<file path="config.mk">
export PLATFORM = sky130hd
export DESIGN_NAME = instr_fetch_unit
export DESIGN_NICKNAME = d
export VERILOG_FILES = /design/src/rtl/cpu_pkg.sv /design/src/rtl/instr_fetch_unit_pc_register.sv /design/src/rtl/instr_fetch_unit.sv
export SDC_FILE = /design/constraint.sdc
export NUM_CORES = 1
export LEC_CHECK = 0
export ABC_AREA = 1
export BUFFER_PORTS_ARGS = -buffer_cell sky130_fd_sc_hd__buf_2
export CAP_MARGIN = 20
export CORE_UTILIZATION = 40
export CTS_CLUSTER_SIZE = 25
export DETAILED_ROUTE_END_ITERATION = 6
export PLACE_DENSITY = 0.74
export SLEW_MARGIN = 0
export SYNTH_ARGS = -nofsm -noshare
export SYNTH_HDL_FRONTEND = slang
export SYNTH_HIERARCHICAL = 1
export SYNTH_SLANG_ARGS = --single-unit
</file>
<file path="constraint.sdc">
create_clock -name clk_i -period 2.04 [get_ports clk_i]
set_input_delay 0.408 -clock clk_i [delete_from_list [all_inputs] [get_ports clk_i]]
set_output_delay 0.408 -clock clk_i [all_outputs]
set_load 0.02 [all_outputs]
</file>
<file path="src/rtl/cpu_pkg.sv">
// Shared definitions for the fetch stage.
//   fetch_state_t : fetch FSM states (IDLE, FETCH, DONE, TRAP)
//   WORD_BYTES    : bytes per instruction word, the PC step
//   NOP_INSTR     : value held in the IF/ID instruction register after reset
package cpu_pkg;

  typedef enum logic [1:0] {
    IDLE  = 2'd0,
    FETCH = 2'd1,
    DONE  = 2'd2,
    TRAP  = 2'd3
  } fetch_state_t;

  localparam int unsigned WORD_BYTES = 4;
  localparam logic [31:0] NOP_INSTR  = 32'h0000_0000;

endpackage

</file>
<file path="src/rtl/instr_fetch_unit_pc_register.sv">
// Program counter register with its next-value mux.
// Ports:
//   clk_i       clock, rising edge
//   rst_i       synchronous reset, active-low; loads RESET_PC
//   redirect_en take redirect_pc (highest priority after reset)
//   redirect_pc redirect byte address, already aligned/validated by the caller
//   advance_en  step to pc_q + WORD_BYTES (wraps modulo 2^ADDR_W)
//   pc_q        current program counter
module pc_register
  import cpu_pkg::*;
#(
  parameter int              ADDR_W   = 32,
  parameter logic [ADDR_W-1:0] RESET_PC = '0
) (
  input  logic              clk_i,
  input  logic              rst_i,
  input  logic              redirect_en,
  input  logic [ADDR_W-1:0] redirect_pc,
  input  logic              advance_en,
  output logic [ADDR_W-1:0] pc_q
);

  logic [ADDR_W-1:0] pc_next;

  always_comb begin
    pc_next = pc_q;
    if (redirect_en) begin
      pc_next = redirect_pc;
    end else if (advance_en) begin
      pc_next = pc_q + ADDR_W'(WORD_BYTES);
    end
  end

  always_ff @(posedge clk_i) begin
    if (!rst_i) begin
      pc_q <= RESET_PC;
    end else begin
      pc_q <= pc_next;
    end
  end

endmodule

</file>
<file path="src/rtl/instr_fetch_unit.sv">
// Instruction fetch stage: owns the PC, addresses instruction memory and
// registers the returned word into an IF/ID stage with a valid/ready
// handshake toward decode. Handles redirects, stalls and a stop at PC_LIMIT.
// Optional build macro: FETCH_MISALIGN_TRAP_EN adds trap_o and the TRAP state
// (a misaligned redirect target freezes fetch instead of being rounded down).
// Ports:
//   clk_i       clock, rising edge
//   rst_i       synchronous reset, active-low
//   pc_addr_o   byte address to instruction memory (current PC)
//   instr_i     memory word for pc_addr_o, same cycle
//   redirect_i  taken branch/jump; target_i is the new byte address
//   ready_i     decode accepts instr_o this cycle
//   valid_o     instr_o/pc_o hold a live instruction
//   instr_o     registered instruction
//   pc_o        byte address of instr_o
//   pc_plus4_o  pc_o + 4
//   trap_o      misaligned redirect trap (only with FETCH_MISALIGN_TRAP_EN)
//   done_o      fetch stopped at PC_LIMIT
module instr_fetch_unit
  import cpu_pkg::*;
#(
  parameter int                ADDR_W   = 32,
  parameter logic [ADDR_W-1:0] RESET_PC = '0,
  parameter logic [ADDR_W-1:0] PC_LIMIT = ADDR_W'(128)
) (
  input  logic              clk_i,
  input  logic              rst_i,
  output logic [ADDR_W-1:0] pc_addr_o,
  input  logic [31:0]       instr_i,
  input  logic              redirect_i,
  input  logic [ADDR_W-1:0] target_i,
  input  logic              ready_i,
  output logic              valid_o,
  output logic [31:0]       instr_o,
  output logic [ADDR_W-1:0] pc_o,
  output logic [ADDR_W-1:0] pc_plus4_o,
`ifdef FETCH_MISALIGN_TRAP_EN
  output logic              trap_o,
`endif
  output logic              done_o
);

  fetch_state_t      state_reg, state_next;
  logic              valid_reg, valid_next;
  logic [31:0]       instr_reg, instr_next;
  logic [ADDR_W-1:0] pc_o_reg, pc_o_next;
  logic              done_reg, done_next;
`ifdef FETCH_MISALIGN_TRAP_EN
  logic              trap_reg, trap_next;
`endif

  logic              pc_redirect, pc_advance;
  logic [ADDR_W-1:0] pc_target;
  logic [ADDR_W-1:0] pc_q;
  logic              load;
  logic              target_misaligned;

  // IF/ID register may take a new word when empty or being drained this cycle.
  assign load = !valid_reg || ready_i;

`ifdef FETCH_MISALIGN_TRAP_EN
  assign target_misaligned = |target_i[1:0];
`else
  assign target_misaligned = 1'b0;
`endif

  always_comb begin
    state_next  = state_reg;
    valid_next  = valid_reg;
    instr_next  = instr_reg;
    pc_o_next   = pc_o_reg;
    done_next   = done_reg;
`ifdef FETCH_MISALIGN_TRAP_EN
    trap_next   = trap_reg;
`endif
    pc_redirect = 1'b0;
    pc_advance  = 1'b0;
    // Aligned target: low bits cleared so fetch stays word aligned.
    pc_target   = target_i & ~ADDR_W'(WORD_BYTES - 1);

    if (redirect_i) begin
      // Flush: any instruction accepted this cycle is still consumed by decode.
      pc_redirect = 1'b1;
      valid_next  = 1'b0;
      done_next   = 1'b0;
      if (target_misaligned) begin
        pc_target  = target_i;
        state_next = TRAP;
`ifdef FETCH_MISALIGN_TRAP_EN
        trap_next  = 1'b1;
`endif
      end else begin
        state_next = FETCH;
`ifdef FETCH_MISALIGN_TRAP_EN
        trap_next  = 1'b0;
`endif
      end
    end else begin
      unique case (state_reg)
        IDLE: state_next = FETCH;
        FETCH: begin
          if (load) begin
            if (pc_q < PC_LIMIT) begin
              instr_next = instr_i;
              pc_o_next  = pc_q;
              valid_next = 1'b1;
              pc_advance = 1'b1;
            end else begin
              valid_next = 1'b0;
              state_next = DONE;
              done_next  = 1'b1;
            end
          end
        end
        default: ; // DONE and TRAP hold until redirect or reset
      endcase
    end
  end

  always_ff @(posedge clk_i) begin
    if (!rst_i) begin
      state_reg <= IDLE;
      valid_reg <= 1'b0;
      instr_reg <= NOP_INSTR;
      pc_o_reg  <= '0;
      done_reg  <= 1'b0;
`ifdef FETCH_MISALIGN_TRAP_EN
      trap_reg  <= 1'b0;
`endif
    end else begin
      state_reg <= state_next;
      valid_reg <= valid_next;
      instr_reg <= instr_next;
      pc_o_reg  <= pc_o_next;
      done_reg  <= done_next;
`ifdef FETCH_MISALIGN_TRAP_EN
      trap_reg  <= trap_next;
`endif
    end
  end

  pc_register #(
    .ADDR_W   (ADDR_W),
    .RESET_PC (RESET_PC)
  ) u_pc_register (
    .clk_i       (clk_i),
    .rst_i       (rst_i),
    .redirect_en (pc_redirect),
    .redirect_pc (pc_target),
    .advance_en  (pc_advance),
    .pc_q        (pc_q)
  );

  assign pc_addr_o  = pc_q;
  assign valid_o    = valid_reg;
  assign instr_o    = instr_reg;
  assign pc_o       = pc_o_reg;
  assign pc_plus4_o = pc_o_reg + ADDR_W'(WORD_BYTES);
  assign done_o     = done_reg;
`ifdef FETCH_MISALIGN_TRAP_EN
  assign trap_o     = trap_reg;
`endif

endmodule
</file>
# Word-level counts from Yosys, hierarchy flattened
# Cells that the tools add are included.
[word_totals]
regBits = 100
latchBits = 0
ram_bits = 0
mem_bits_ro = 0
input_bits = 68
wordCells = 43
mem_count = 0
[classes]
n_addsub = 2
mul = 0
n_div = 0
order_cmp = 1
eq_ne = 5
n_shift = 0
mux = 11
bitwise = 3
n_reduce_logical = 13
[ops]
columns = ["operator", "n"]
rows = [
  ["$add 32x3->32 const B", 2],
  ["$mux 32", 2],
  ["$lt 32x8->1 const B", 1],
  ["$reduce_and 3->1", 3],
  ["$mux 1", 6],
  ["$ne 3x3->1 const B", 2],
  ["$mux 2", 2],
  ["$ne 2x2->1 const B", 2],
  ["$pmux 2 s2", 1],
  ["$reduce_and 4->1", 1],
  ["$reduce_bool 2->1", 2],
  ["$reduce_or 2->1", 2],
  ["$not 1->1", 3],
  ["$reduce_bool 3->1", 1],
  ["$eq 2x1->1 const B", 1],
  ["$logic_not 2->1", 1],
  ["$reduce_and 2->1", 1],
  ["$logic_not 1->1", 1],
  ["$logic_or 1x1->1", 1],
]

# Longest topological paths before layout
[logic_depth]
ltp_word = 7
ltp_mapped = 15

# Hierarchy
# The synthesis kept the hierarchy.
[by_module_without_submodules]
columns = ["mod", "n_inst", "cells_per_inst", "area_each_um2", "seq_area_each_um2"]
rows = [
  ["instr_fetch_unit", 1, 534, 3464.6, 1361.3],
  ["pc_register", 1, 330, 2103.3, 640.6],
]

# Least setup slack after synthesis
# No wires, ideal clock.
[synth_timing]
path_type = "register to output"
startpoint = "register pc_o_reg[3] (netlist: pc_o[3])"
endpoint = "output pc_plus4_o[30]"
t_arrival_ns = 1.719
required_ns = 1.632
path_slack_ns = -0.087
stages_incl_launch_ff = 8
cell_sequence = "dfxtp_1 ha_1 nand2_1 nor2_1 inv_1 nor2_1 nand3b_1 xor2_1"
[synth_between]
elab_chain_len = 1
[synth_rtl]
columns = ["element", "line", "source"]
rows = [
  ["start, declared", "instr_fetch_unit.sv:46", "logic [ADDR_W-1:0] pc_o_reg, pc_o_next;"],
  ["start signal, assigned", "instr_fetch_unit.sv:134", "pc_o_reg <= pc_o_next;"],
  ["$add 32x3->32", "instr_fetch_unit.sv:158", "assign pc_plus4_o = pc_o_reg + ADDR_W'(WORD_BYTES);"],
  ["end, declared", "instr_fetch_unit.sv:36", "output logic [ADDR_W-1:0] pc_plus4_o,"],
]
# Every way passes these cells.

# Worst setup path in the final report
[layout_timing]
startpoint = "register pc_o_reg[5] (netlist: pc_o[5])"
endpoint = "output pc_plus4_o[30]"
# The elaborated chain is that of the path after synthesis.

==> metrics.md <==
| Metric | Value |
|---|---|
| Critical Path End Type | primary output |
| Synthesis Warnings | 6 |
| Count of cell types in the netlist | 37 |
| # hold bufs at CTS | 0 |
| Placed instance area | 0.007067 sq mm |
| Crit path arrival time | 1.77 ns |
| CP startpoint kind | register |
| DP Worst Slack | 0.04254 ns |
| Antenna-violating nets left | 0 |
| Overflow after GRT | 0 |
| Post-synth top area share | 35.96% |
| Setup violators final | 18 |
| Placeable Area | 0.01340 sq mm |
| Worst vdd ir | 0.5808 mV |
| Most frequent cells in the layout | nand2_1 (206), buf_2 (172), nor2_1 (133) |
| Final WL | 17,520 microns |
| Required @ worst endpoint | 1.63 ns |
| Critical-path top delay cell | dfxtp_4 |
| CP peak stage delay | 0.37 ns |
| Commonest non-fill, non-tap cell in the layout | nand2_1 |
| Final worst path period share | 106.7% |
| Placed cell count | 1,255 |
| Clock latency at the later pin of the worst-skew pair | 0.35 ns |
| Worst clock skew | 0.008260 ns |
| Vias per inst | 4.791 |
| Count of input and output buffers | 195 |
| Leakage | 4.406 nW |
| Fin. Hold Viols | 0 |
| Unrepaired setup endpoints after global routing | yes |
| Clk buf depth | 2 |
| Mean Syn Cell Area | 6.444 sq um |
| Crit path cell chain | buf_4 > clkinvlp_4 > nor2_4 > inv_2 > nor2_4 > nand3b_1 > xor2_2 > buf_4 |
| Clock-pin transition on the worst setup and hold timing paths | 0.07 ns |
| Syn-to-layout area delta | 44.70% |
| Post-synthesis register bit count | 100 |
| Total CTS buffers | 9 |
| H-Tree Depth | 3 |
| Die Footprint | 0.01440 sq mm |
| Buf+Inv Stages, Crit Path | 4 |
| Finished Cell Area | 0.008056 sq mm |
| Die H | 120.0 microns |
| Finished Layout Cells | 1,299 |
| Yosys top cell by area | dfxtp_1 |
| Antenna violations before repair | 0 |
| R2r setup slk | 0.21 ns |
| # Max-Cap Violations | 0 |
| # DRC | 0 |
| Die outline width | 120.0 microns |
| Largest cells by area after synthesis | dfxtp_1 (36%), nand2_1 (15%), nor2_1 (9.6%), inv_1 (8.9%), nand3_1 (6.5%) |
| Largest net degree at the start of global routing | 104 |
| Final WS setup | -0.1369 ns |
| Slew Viols, Final | 0 |
| Measured slew at the worst slew-check pin | 0.8575 ns |
| Hold WS | 0.2749 ns |
| Failing checks | negative setup slack |
| Post-DP HPWL | 12,130 microns |
| Io pins | 198 |
| Starting density of the core | 41.55% |
| Setup TNS | -0.9198 ns |
| Synthesized area | 0.005568 sq mm |
| Crit path kind | reg2out |
| Row Count | 42 |
| Total track usage | 23.85% |
| Fin nets | 1,188 |
| CTS tree | yes |
| Routed len/inst | 13.48 microns |
| Root buffer cell | clkbuf_16 |
| Critical path peak fanout | 3 |
| Status | finished with violations |
| Pwr/cell area | 509.7 mW/mm^2 |
| Via count | 6,224 |
| Vias in the first global route | 5,658 |
| FMAX | 459.4 MHz |
| Antenna fix cells | 0 |
| First-pass GRT wire length | 27,280 microns |
| Sink Count | 100 |
| Cells after Synth | 864 |
| Worst hold path type | in2reg |
| Gpl congestion | 0.9111 |
| Top delay family on crit path | buffers and inverters |
| Fin crit period | 2.177 ns |
| Post-synthesis sequential area ratio | 35.96% |
| Slew headroom | 42.77% |
| Detailed Route Iter0 Violations | 429 |
| Layout cell share with drive strength beyond 1 | 36.60% |
| 1st-pass router iterations | 5 |
## worst register-to-register path, delay by kind of cell, from the launching register on
kind            cells  cell delay (ns)
flops               1             0.35
buf+inv             3             0.37
compound gates      2             0.30
simple gates        6             0.63
## metal layers
| layer | part of all wire, % | vias to the layer above | global-route usage [%] |
|---|---|---|---|
| li1 | - | 3158 | - |
| met2 | 49 | 247 | 41.45 |
| met5 | 0 | - | 0 |
| met4 | 2.7 | 0 | 7.422 |
| met1 | 42 | 2785 | 28.98 |
| met3 | 6.5 | 34 | 5.371 |
## metrics by stage
| step | power, W | util [%] |
|---|---|---|
| finish | 0.004107 | 60.12 |
| global route | 0.004304 | 60.12 |
| CTS | 0.004188 | 58.01 |
| detailed placement | 0.002536 | 52.74 |
| global placement | 0.002532 | 52.74 |
| floorplan | 0.002317 | - |
## final timing paths
kind	from	to	cells after the start
worst max-delay path	pc_o[5]	pc_plus4_o[30]	8
worst min-delay path	instr_i[31]	instr_o[31]	3
worst max register to register	u_pc_register/pc_q[21]	u_pc_register/pc_q[30]	11
worst min register to register	done_o	done_o	2
## power by group
| group | total, W | internal, W | switching, W |
|---|---|---|---|
| combinational | 0.000463 | 0.000185 | 0.000278 |
| sequential | 0.00201 | 0.00197 | 0.0000325 |
| clock | 0.00164 | 0.000852 | 0.000784 |
| total | 0.00411 | 0.00301 | 0.00110 |
## kinds of logic after synthesis
group	count (synthesis)	synth area share, %
simple gates	503	40.18
buf+inv	164	11.66
flops	100	35.96
compound gates	63	6.809
xor+xnor	31	4.876
fa+ha+maj	2	0.4494
other cells	1	0.06735
## timing repair
action | 4_1_cts | 5_1_grt
pin swaps | 26 | 32
buffers inserted | 20 | 10
resized for setup | 88 | 68
setup endpoints to repair | 23 | 33
endpoints found under the hold margin | 0 | 0
cloned | 0 | 0
## synthesized netlist by cell type (all sizes together)
master / count
nand2: 232
nor2: 165
inv: 134
dfxtp: 100
nand3: 74
a21oi: 24
xor2: 21
a22oi: 20
buf: 20
nor3: 13
o21ai: 11
clkbuf: 10
xnor2: 10
nand4: 7
a31oi: 5
nand3b: 4
and2: 3
or2: 3
ha: 2
o21bai: 2
conb: 1
nand2b: 1
nor3b: 1
o211ai: 1
## final cells by class
class | count | area (sq um)
Inverter | 134 | 518.0
Sequential cell | 100 | 2078
Fill cell | 1220 | 5344
Clock inverter | 6 | 53.80
Multi-Input combinational cell | 601 | 3239
Clock buffer | 10 | 229.0
Tap cell | 176 | 220.2
Timing Repair Buffer | 272 | 1718
No activity file was read; power rests on OpenSTA's default activity.
